File: src/rtl/chdr_pkt_deframer.sv
// CHDR deframer: strips header, timestamp and metadata words, forwards the payload
// with tkeep, and holds the header/timestamp as sideband for the whole packet.
module chdr_pkt_deframer #(
    parameter int CHDR_W   = 64,
    parameter int MTU_LOG2 = 10
) (
    input  logic                chdr_clk,
    input  logic                chdr_rst,
    input  logic [CHDR_W-1:0]   s_axis_tdata,
    input  logic                s_axis_tlast,
    input  logic                s_axis_tvalid,
    output logic                s_axis_tready,
    output logic [CHDR_W-1:0]   m_axis_tdata,
    output logic [CHDR_W/8-1:0] m_axis_tkeep,
    output logic                m_axis_tlast,
    output logic                m_axis_tvalid,
    input  logic                m_axis_tready,
    output logic [63:0]         m_header,
    output logic [63:0]         m_timestamp,
    output logic                m_has_time,
    output logic                empty_pkt,
    output logic                err_len
);

    localparam int BPW      = CHDR_W / 8;
    localparam int BPW_LOG2 = $clog2(BPW);
    localparam int CNT_W    = MTU_LOG2 + 1;
    localparam logic [CNT_W-1:0] CNT_ONE = CNT_W'(1);

    localparam logic [1:0] ST_HDR   = 2'd0;
    localparam logic [1:0] ST_TS    = 2'd1;
    localparam logic [1:0] ST_MDATA = 2'd2;
    localparam logic [1:0] ST_PYLD  = 2'd3;

    logic [1:0]       state_q, state_d;
    logic [63:0]      header_q, header_d;
    logic [63:0]      ts_q, ts_d;
    logic             has_time_q, has_time_d;
    logic [4:0]       mdata_cnt_q, mdata_cnt_d;
    logic [CNT_W-1:0] beat_cnt_q, beat_cnt_d;
    logic             empty_q, empty_d;
    logic             err_q, err_d;

    logic             s_hs;
    logic [15:0]      cur_len;
    logic [4:0]       cur_nmd;
    logic             cur_has_time;
    logic             ts_word;
    logic [16:0]      exp_beats;
    logic [16:0]      act_beats;
    logic [16:0]      ovh_bytes;
    logic             len_has_pyld;
    logic [BPW_LOG2-1:0] len_rem;
    logic [BPW-1:0]   keep_last;
    logic [63:0]      hdr_ts;

    // Wide buses carry the timestamp alongside the header in the same beat.
    generate
        if (CHDR_W > 64) begin : g_wide_ts
            assign hdr_ts = s_axis_tdata[127:64];
        end else begin : g_narrow_ts
            assign hdr_ts = '0;
        end
    endgenerate

    // Header fields come straight off the bus during the header beat, else from the capture.
    assign cur_len      = (state_q == ST_HDR) ? s_axis_tdata[31:16] : header_q[31:16];
    assign cur_nmd      = (state_q == ST_HDR) ? s_axis_tdata[52:48] : header_q[52:48];
    assign cur_has_time = (state_q == ST_HDR) ? (s_axis_tdata[55:53] == 3'h7) : has_time_q;
    assign ts_word      = (CHDR_W == 64) && cur_has_time;

    assign exp_beats    = ({1'b0, cur_len} + 17'(BPW - 1)) >> BPW_LOG2;
    assign act_beats    = 17'(beat_cnt_q) + 17'd1;
    assign ovh_bytes    = (17'd1 + 17'(ts_word) + 17'(cur_nmd)) << BPW_LOG2;
    assign len_has_pyld = {1'b0, cur_len} > ovh_bytes;
    assign len_rem      = cur_len[BPW_LOG2-1:0];

    always_comb begin
        keep_last = '0;
        for (int i = 0; i < BPW; i++) begin
            keep_last[i] = (len_rem == '0) || (i < int'(len_rem));
        end
    end

    assign s_hs          = s_axis_tvalid && s_axis_tready;
    assign s_axis_tready = (state_q == ST_PYLD) ? m_axis_tready : 1'b1;
    assign m_axis_tvalid = (state_q == ST_PYLD) && s_axis_tvalid;
    assign m_axis_tdata  = s_axis_tdata;
    assign m_axis_tlast  = s_axis_tlast;
    assign m_axis_tkeep  = s_axis_tlast ? keep_last : '1;

    assign m_header    = header_q;
    assign m_timestamp = ts_q;
    assign m_has_time  = has_time_q;
    assign empty_pkt   = empty_q;
    assign err_len     = err_q;

    always_comb begin
        state_d     = state_q;
        header_d    = header_q;
        ts_d        = ts_q;
        has_time_d  = has_time_q;
        mdata_cnt_d = mdata_cnt_q;
        beat_cnt_d  = beat_cnt_q;
        empty_d     = 1'b0;
        err_d       = 1'b0;
        if (s_hs) begin
            beat_cnt_d = (&beat_cnt_q) ? beat_cnt_q : beat_cnt_q + CNT_ONE;
            case (state_q)
                ST_HDR: begin
                    header_d    = s_axis_tdata[63:0];
                    has_time_d  = cur_has_time;
                    ts_d        = cur_has_time ? hdr_ts : 64'd0;
                    mdata_cnt_d = cur_nmd;
                    beat_cnt_d  = CNT_ONE;
                    if (s_axis_tlast) begin
                        empty_d = 1'b1;
                        err_d   = len_has_pyld;
                    end else if (ts_word) begin
                        state_d = ST_TS;
                    end else if (cur_nmd != 5'd0) begin
                        state_d = ST_MDATA;
                    end else begin
                        state_d = ST_PYLD;
                    end
                end
                ST_TS: begin
                    ts_d = s_axis_tdata[63:0];
                    if (s_axis_tlast) begin
                        state_d = ST_HDR;
                        empty_d = 1'b1;
                        err_d   = len_has_pyld;
                    end else if (mdata_cnt_q != 5'd0) begin
                        state_d = ST_MDATA;
                    end else begin
                        state_d = ST_PYLD;
                    end
                end
                ST_MDATA: begin
                    mdata_cnt_d = mdata_cnt_q - 5'd1;
                    if (s_axis_tlast) begin
                        state_d = ST_HDR;
                        empty_d = 1'b1;
                        err_d   = len_has_pyld;
                    end else if (mdata_cnt_q <= 5'd1) begin
                        state_d = ST_PYLD;
                    end
                end
                default: begin
                    if (s_axis_tlast) begin
                        state_d = ST_HDR;
                        err_d   = (act_beats != exp_beats);
                    end
                end
            endcase
        end
    end

    always_ff @(posedge chdr_clk) begin
        if (chdr_rst) begin
            state_q     <= ST_HDR;
            header_q    <= '0;
            ts_q        <= '0;
            has_time_q  <= 1'b0;
            mdata_cnt_q <= '0;
            beat_cnt_q  <= '0;
            empty_q     <= 1'b0;
            err_q       <= 1'b0;
        end else begin
            state_q     <= state_d;
            header_q    <= header_d;
            ts_q        <= ts_d;
            has_time_q  <= has_time_d;
            mdata_cnt_q <= mdata_cnt_d;
            beat_cnt_q  <= beat_cnt_d;
            empty_q     <= empty_d;
            err_q       <= err_d;
        end
    end

endmodule

File: config.mk
export PLATFORM = sky130hd
export DESIGN_NAME = chdr_pkt_deframer
export DESIGN_NICKNAME = d
export VERILOG_FILES = /design/src/rtl/chdr_pkt_deframer.sv
export SDC_FILE = /design/constraint.sdc
export NUM_CORES = 1
export LEC_CHECK = 0
export BUFFER_PORTS_ARGS = -buffer_cell sky130_fd_sc_hd__buf_4
export CORE_ASPECT_RATIO = 0.6
export CORE_MARGIN = 8
export CORE_UTILIZATION = 45
export DETAILED_ROUTE_END_ITERATION = 16
export PLACE_DENSITY = 0.82
export SKIP_LAST_GASP = 1
export SYNTH_ARGS = -nofsm -noshare
export SYNTH_HDL_FRONTEND = slang
export SYNTH_SLANG_ARGS = --single-unit
File: constraint.sdc
create_clock -name chdr_clk -period 3.7 [get_ports chdr_clk]
set_clock_uncertainty 0.15 [all_clocks]
set_input_delay 0.74 -clock chdr_clk [delete_from_list [all_inputs] [get_ports chdr_clk]]
set_output_delay 0.74 -clock chdr_clk [all_outputs]
set_load 0.02 [all_outputs]
# Yosys cells after proc, flatten, opt, wreduce, memory -nomap -nowiden
# Cells that the tools add are included.
# totals
regBits	149
input_bits	69
out_inout_bits	206
word_cells	80
# op_classes
add_sub_neg	6
magnitude_cmp	9
eq_ne	8
n_mux	22
bitwise	2
n_reduce_logical	25
# ops
op	count
$pmux 64 s2	1
$mux 11	2
$add 16x3->17 const B	1
$gt 16x9->1	1
$mux 16	1
$ne 12x14->1	1
$add 11x1->12 const B	1
$mux 2	6
$add 11x1->11 const B	1
$reduce_and 11->1	1
$pmux 5 s2	1
$reduce_bool 5->1	2
$lt 3x3->1 const A	3
$mux 1	8
$mux 8	1
$reduce_and 2->1	4
$logic_or 1x1->1	7
$add 2x5->6	1
$lt 1x3->1 const A	2
$lt 2x3->1 const A	2
$pmux 2 s3	1
$reduce_or 3->1	2
$le 5x1->1 const B	1
$mux 5	1
15 further kinds	20

# Logic depth before layout (Yosys ltp)
# depth
ltp_word	7
mapped_depth	20
mapped_depth_nobuf	17

# Least setup slack after synthesis
# No wires, ideal clock.
# synth_timing
path_type	register -> register
startpoint	reg state_q[0]
endpoint	reg err_q (netlist: err_len)
setup_ns	0.128
arrival_ns	3.344
t_required_ns	3.422
slack_ns	0.078
stages_incl_launch_ff	21
path_buffers	4
period_less_slack_ns	3.622
cell_sequence	dfxtp_1 inv_1 ha_1 buf_6 buf_4 buf_2 buf_2 mux2i_1 ha_1 inv_1 ha_1 inv_1 ha_1 nor2b_1 o21a_1 o21a_1 o21a_1 o21a_1 o32ai_1 a31o_2 a31oi_1
# synth_between
elab_chain_len	7
elab_cells_between_ends	20
cone_classes	add/sub: 3; order compare: 1; eq/ne: 4; mux: 7; bitwise: 1; reduce/logical: 4
# synth_lines
element	line_no	rtl
start, declared	35	logic [1:0] state_q, state_d;
start signal, assigned	170	state_q <= state_d;
$logic_not 2->1	-	
$mux 1	69	assign cur_has_time = (state_q == ST_HDR) ? (s_axis_tdata[55:53] == 3'h7) : has_time_q;
$add 1x1->2	74	assign ovh_bytes = (17'd1 + 17'(ts_word) + 17'(cur_nmd)) << BPW_LOG2;
$add 2x5->6	74	
$gt 16x9->1	75	assign len_has_pyld = {1'b0, cur_len} > ovh_bytes;
$mux 1	116, 129, 141	
$mux 1	-	
end signal, assigned	177	err_q <= err_d;
end, declared	42	logic err_q, err_d;
# Parallel ways exist; a longest one is shown, timed or not.
# A chain may end at the register's enable or synchronous reset.

# Worst setup path in the final report
# layout_timing
startpoint	reg state_q[0]
endpoint	out m_axis_tkeep[6]
# layout_between
elab_chain_len	5
elab_cells_between_ends	6
cone_classes	order compare: 1; mux: 2; reduce/logical: 3
# layout_lines
element	line_no	rtl
$logic_not 2->1 (*)	67	assign cur_len = (state_q == ST_HDR) ? s_axis_tdata[31:16] : header_q[31:16];
$mux 16 (*)	67	
$lt 3x3->1 / $logic_not 3->1 (equally long branches)	81	keep_last[i] = (len_rem == '0) || (i < int'(len_rem));
$logic_or 1x1->1 (*)	81	
$mux 8 (*)	90	assign m_axis_tkeep = s_axis_tlast ? keep_last : '1;
end, declared	14	output logic [CHDR_W/8-1:0] m_axis_tkeep,
# Every way passes the cells marked *; elsewhere a longest branch is shown, timed or not.

==> reports/metrics.yaml <==
cts.htree.levels: 4
yosys_warnings: 0
fmax_mhz: 287
synth-seq-cells: 149
drt_iter0_markers: 427
ios: 275
worstMarginPinSlew_ns: 0.840
area_growth_pct: 32.1
hold_buffers: 0
worstPathMaxFanout: 29
netlist_instances: 862
yosys.area.top_type: "dfxtp_1"
grt_start_max_net_pins: 77
gp_congestion: 0.877
power_per_cell_area_nw_per_um2: 494
setup_viol: 0
drtPass1Iterations: 5
core_sq_um: 15400
cp-end-kind: "output port"
grt_antenna_before_repair: 0
clockBufferDepth: 2
yosysUniqueCellTypes: 59
die_h_um: 113
drcViolationCount: 0
post-route-period-util: 0.941
routed_via_density: 5.28
grt_use_total: 0.215
r2r_start: "state_q[0]"
clk-insertion-delay-late_ns: 0.42
hp-class: "register to register"
crit_path_start_kind: "register"
cp-startpoint: "state_q[0]"
maxSlewHeadroom: 0.440
final.setup.tns_ns: 0
synthTopCellsByCount: "nand2_1, dfxtp_1, nor2_1"
synthesis.nets: 948
fin_nets: 1130
status: "complete, no violations"
cap_violations: 0
die_area_sq_um: 20200
leakagePower_nw: 4.18
clock_sinks: 149
grt_pass1_vias: 6501
post-route-min-period_ns: 3.48
final_util: 0.610
synth_area_sq_um: 7100
drt-wirelength-per-cell_um: 18.0
initial_core_util: 0.462
num_antenna_cells: 0
routed_wl_um: 22700
cts_setup_buffers: 0
drtAntennaViolNets: 0
synthTopCellsByArea: "dfxtp_1, nand2_1, a22oi_1, buf_4, a21oi_1"
row_count: 35
rsz0062_at_grt: "no"
drive_gt1_frac: 0.326
synth_edf_count: 0
grt-ovfl-total: 0
die_x_um: 178
cts.reportedPaths.clkPinSlew_ns: 0.06
cts_tree: "done"
numCtsBuffers: 17
worst_ep_arrival_time_ns: 2.59
final_hold_viol_count: 0
critPathKind: "register to output port"
synth_area_per_cell_sq_um: 8.24
cts-root-buf: "clkbuf_16"
io_buffers: 273
hpwlAfterDp_um: 16600
synth_top_area_share: 0.420
synth-main-ff-cell: "dfxtp_1"
nFillCells: 1305
postSynth.asyncResetShare: 0
finalMaxSlewViolations: 0
vias: 6656
yosysMostFrequentCell: "nand2_1"
grt_pass1_wl_um: 35200
cp.required_ns: 2.81
min_from: "m_header[36]"
vdd_ir_drop_max_mv: 0.457
synth_seq_area_share: 0.420
worst max-delay path, cell delays in order (launching register included):
cell,delay [ns]
dfxtp_1,0.35
inv_1,0.10
ha_2,0.32
buf_6,0.32
mux2i_2,0.39
nand3_1,0.29
o311ai_0,0.19
buf_4,0.21
metal layers:
| metal | global-route usage | wire, um |
|---|---|---|
| met1 | 0.254 | 9230 |
| met2 | 0.355 | 11000 |
| met3 | 0.0928 | 2210 |
| met4 | 0.0499 | 245 |
| met5 | 0 | 0 |
worst paths after layout:
kind	depth (start not counted)	slack, ns	to
setup / recovery	7	0.22	m_axis_tkeep[6]
hold / removal	2	0.30	m_header[36]
setup reg to reg	17	0.22	err_len
hold reg to reg	2	0.30	m_header[36]
report_power, final:
group / internal (mW) / switching (mW)
clock network: 0.888 / 0.750
registers: 1.69 / 0.0689
logic: 0.488 / 0.743
state kept, by name (all words and copies together), names as in the netlist:
name	flops
m_timestamp	64
m_header	64
m_has_time	1
beat_cnt_q	11
err_len	1
state_q	2
empty_pkt	1
mdata_cnt_q	5
logic make-up (layout without fill, tap and decap cells):
group,count (synthesis),count (layout),synth area share
AND/OR/NAND/NOR,318,318,0.195
AO/OA/AOI/OAI,193,193,0.174
flip-flops,149,149,0.420
buffers and inverters,134,329,0.108
multiplexers,26,26,0.0409
XOR/XNOR,24,24,0.0317
adder cells (fa/ha/maj),17,17,0.0300
other,1,1,0.000528
cells in the final DEF, fill, tap and decap left out, types with 5 or more instances in the layout:
cell / netlist / routed
clkbuf_16: 0 / 17
nor2_1: 98 / 97
dfxtp_1: 149 / 149
mux2i_1: 11 / 11
inv_1: 15 / 15
o21ai_0: 11 / 11
buf_4: 67 / 279
nand3_1: 18 / 18
xnor2_1: 15 / 15
a21oi_1: 83 / 83
nand2_1: 155 / 154
mux2_2: 11 / 11
or3_1: 6 / 6
nor3_1: 7 / 7
ha_1: 17 / 16
inv_8: 0 / 5
o22ai_1: 5 / 5
a22oi_1: 67 / 67
xor2_1: 8 / 8
what timing repair did:
action / 4_1_cts / 5_1_grt
hold endpoints to repair: 0 / 0
endpoints found under the setup margin: 0 / 3
gates resized for setup: 0 / 3
per-stage QoR:
stage	hold slack (ns)	cell area, sq um	setup WS [ns]	cells	power, mW
final	0.304	9380	0.218	1260	4.63
after global routing	0.317	9380	0.0183	1260	4.84
after CTS	0.306	9360	0.0212	1260	4.64
after detailed placement	0.297	8800	0.204	1228	3.01
after global placement	0.292	8800	0.264	1228	2.99
after floorplan	0.304	7100	0.0779	862	2.60
final cells by class:
| type | count | area, sq um | share of cell area |
|---|---|---|---|
| Inverter | 15 | 56.3 | 0.00600 |
| Multi-Input combinational cell | 579 | 3380 | 0.361 |
| Clock inverter | 15 | 134 | 0.0143 |
| Sequential cell | 149 | 2980 | 0.318 |
| Clock buffer | 17 | 425 | 0.0453 |
| Tap cell | 203 | 254 | 0.0271 |
| Timing Repair Buffer | 282 | 2150 | 0.229 |
Power figures use the tool's default switching activity.
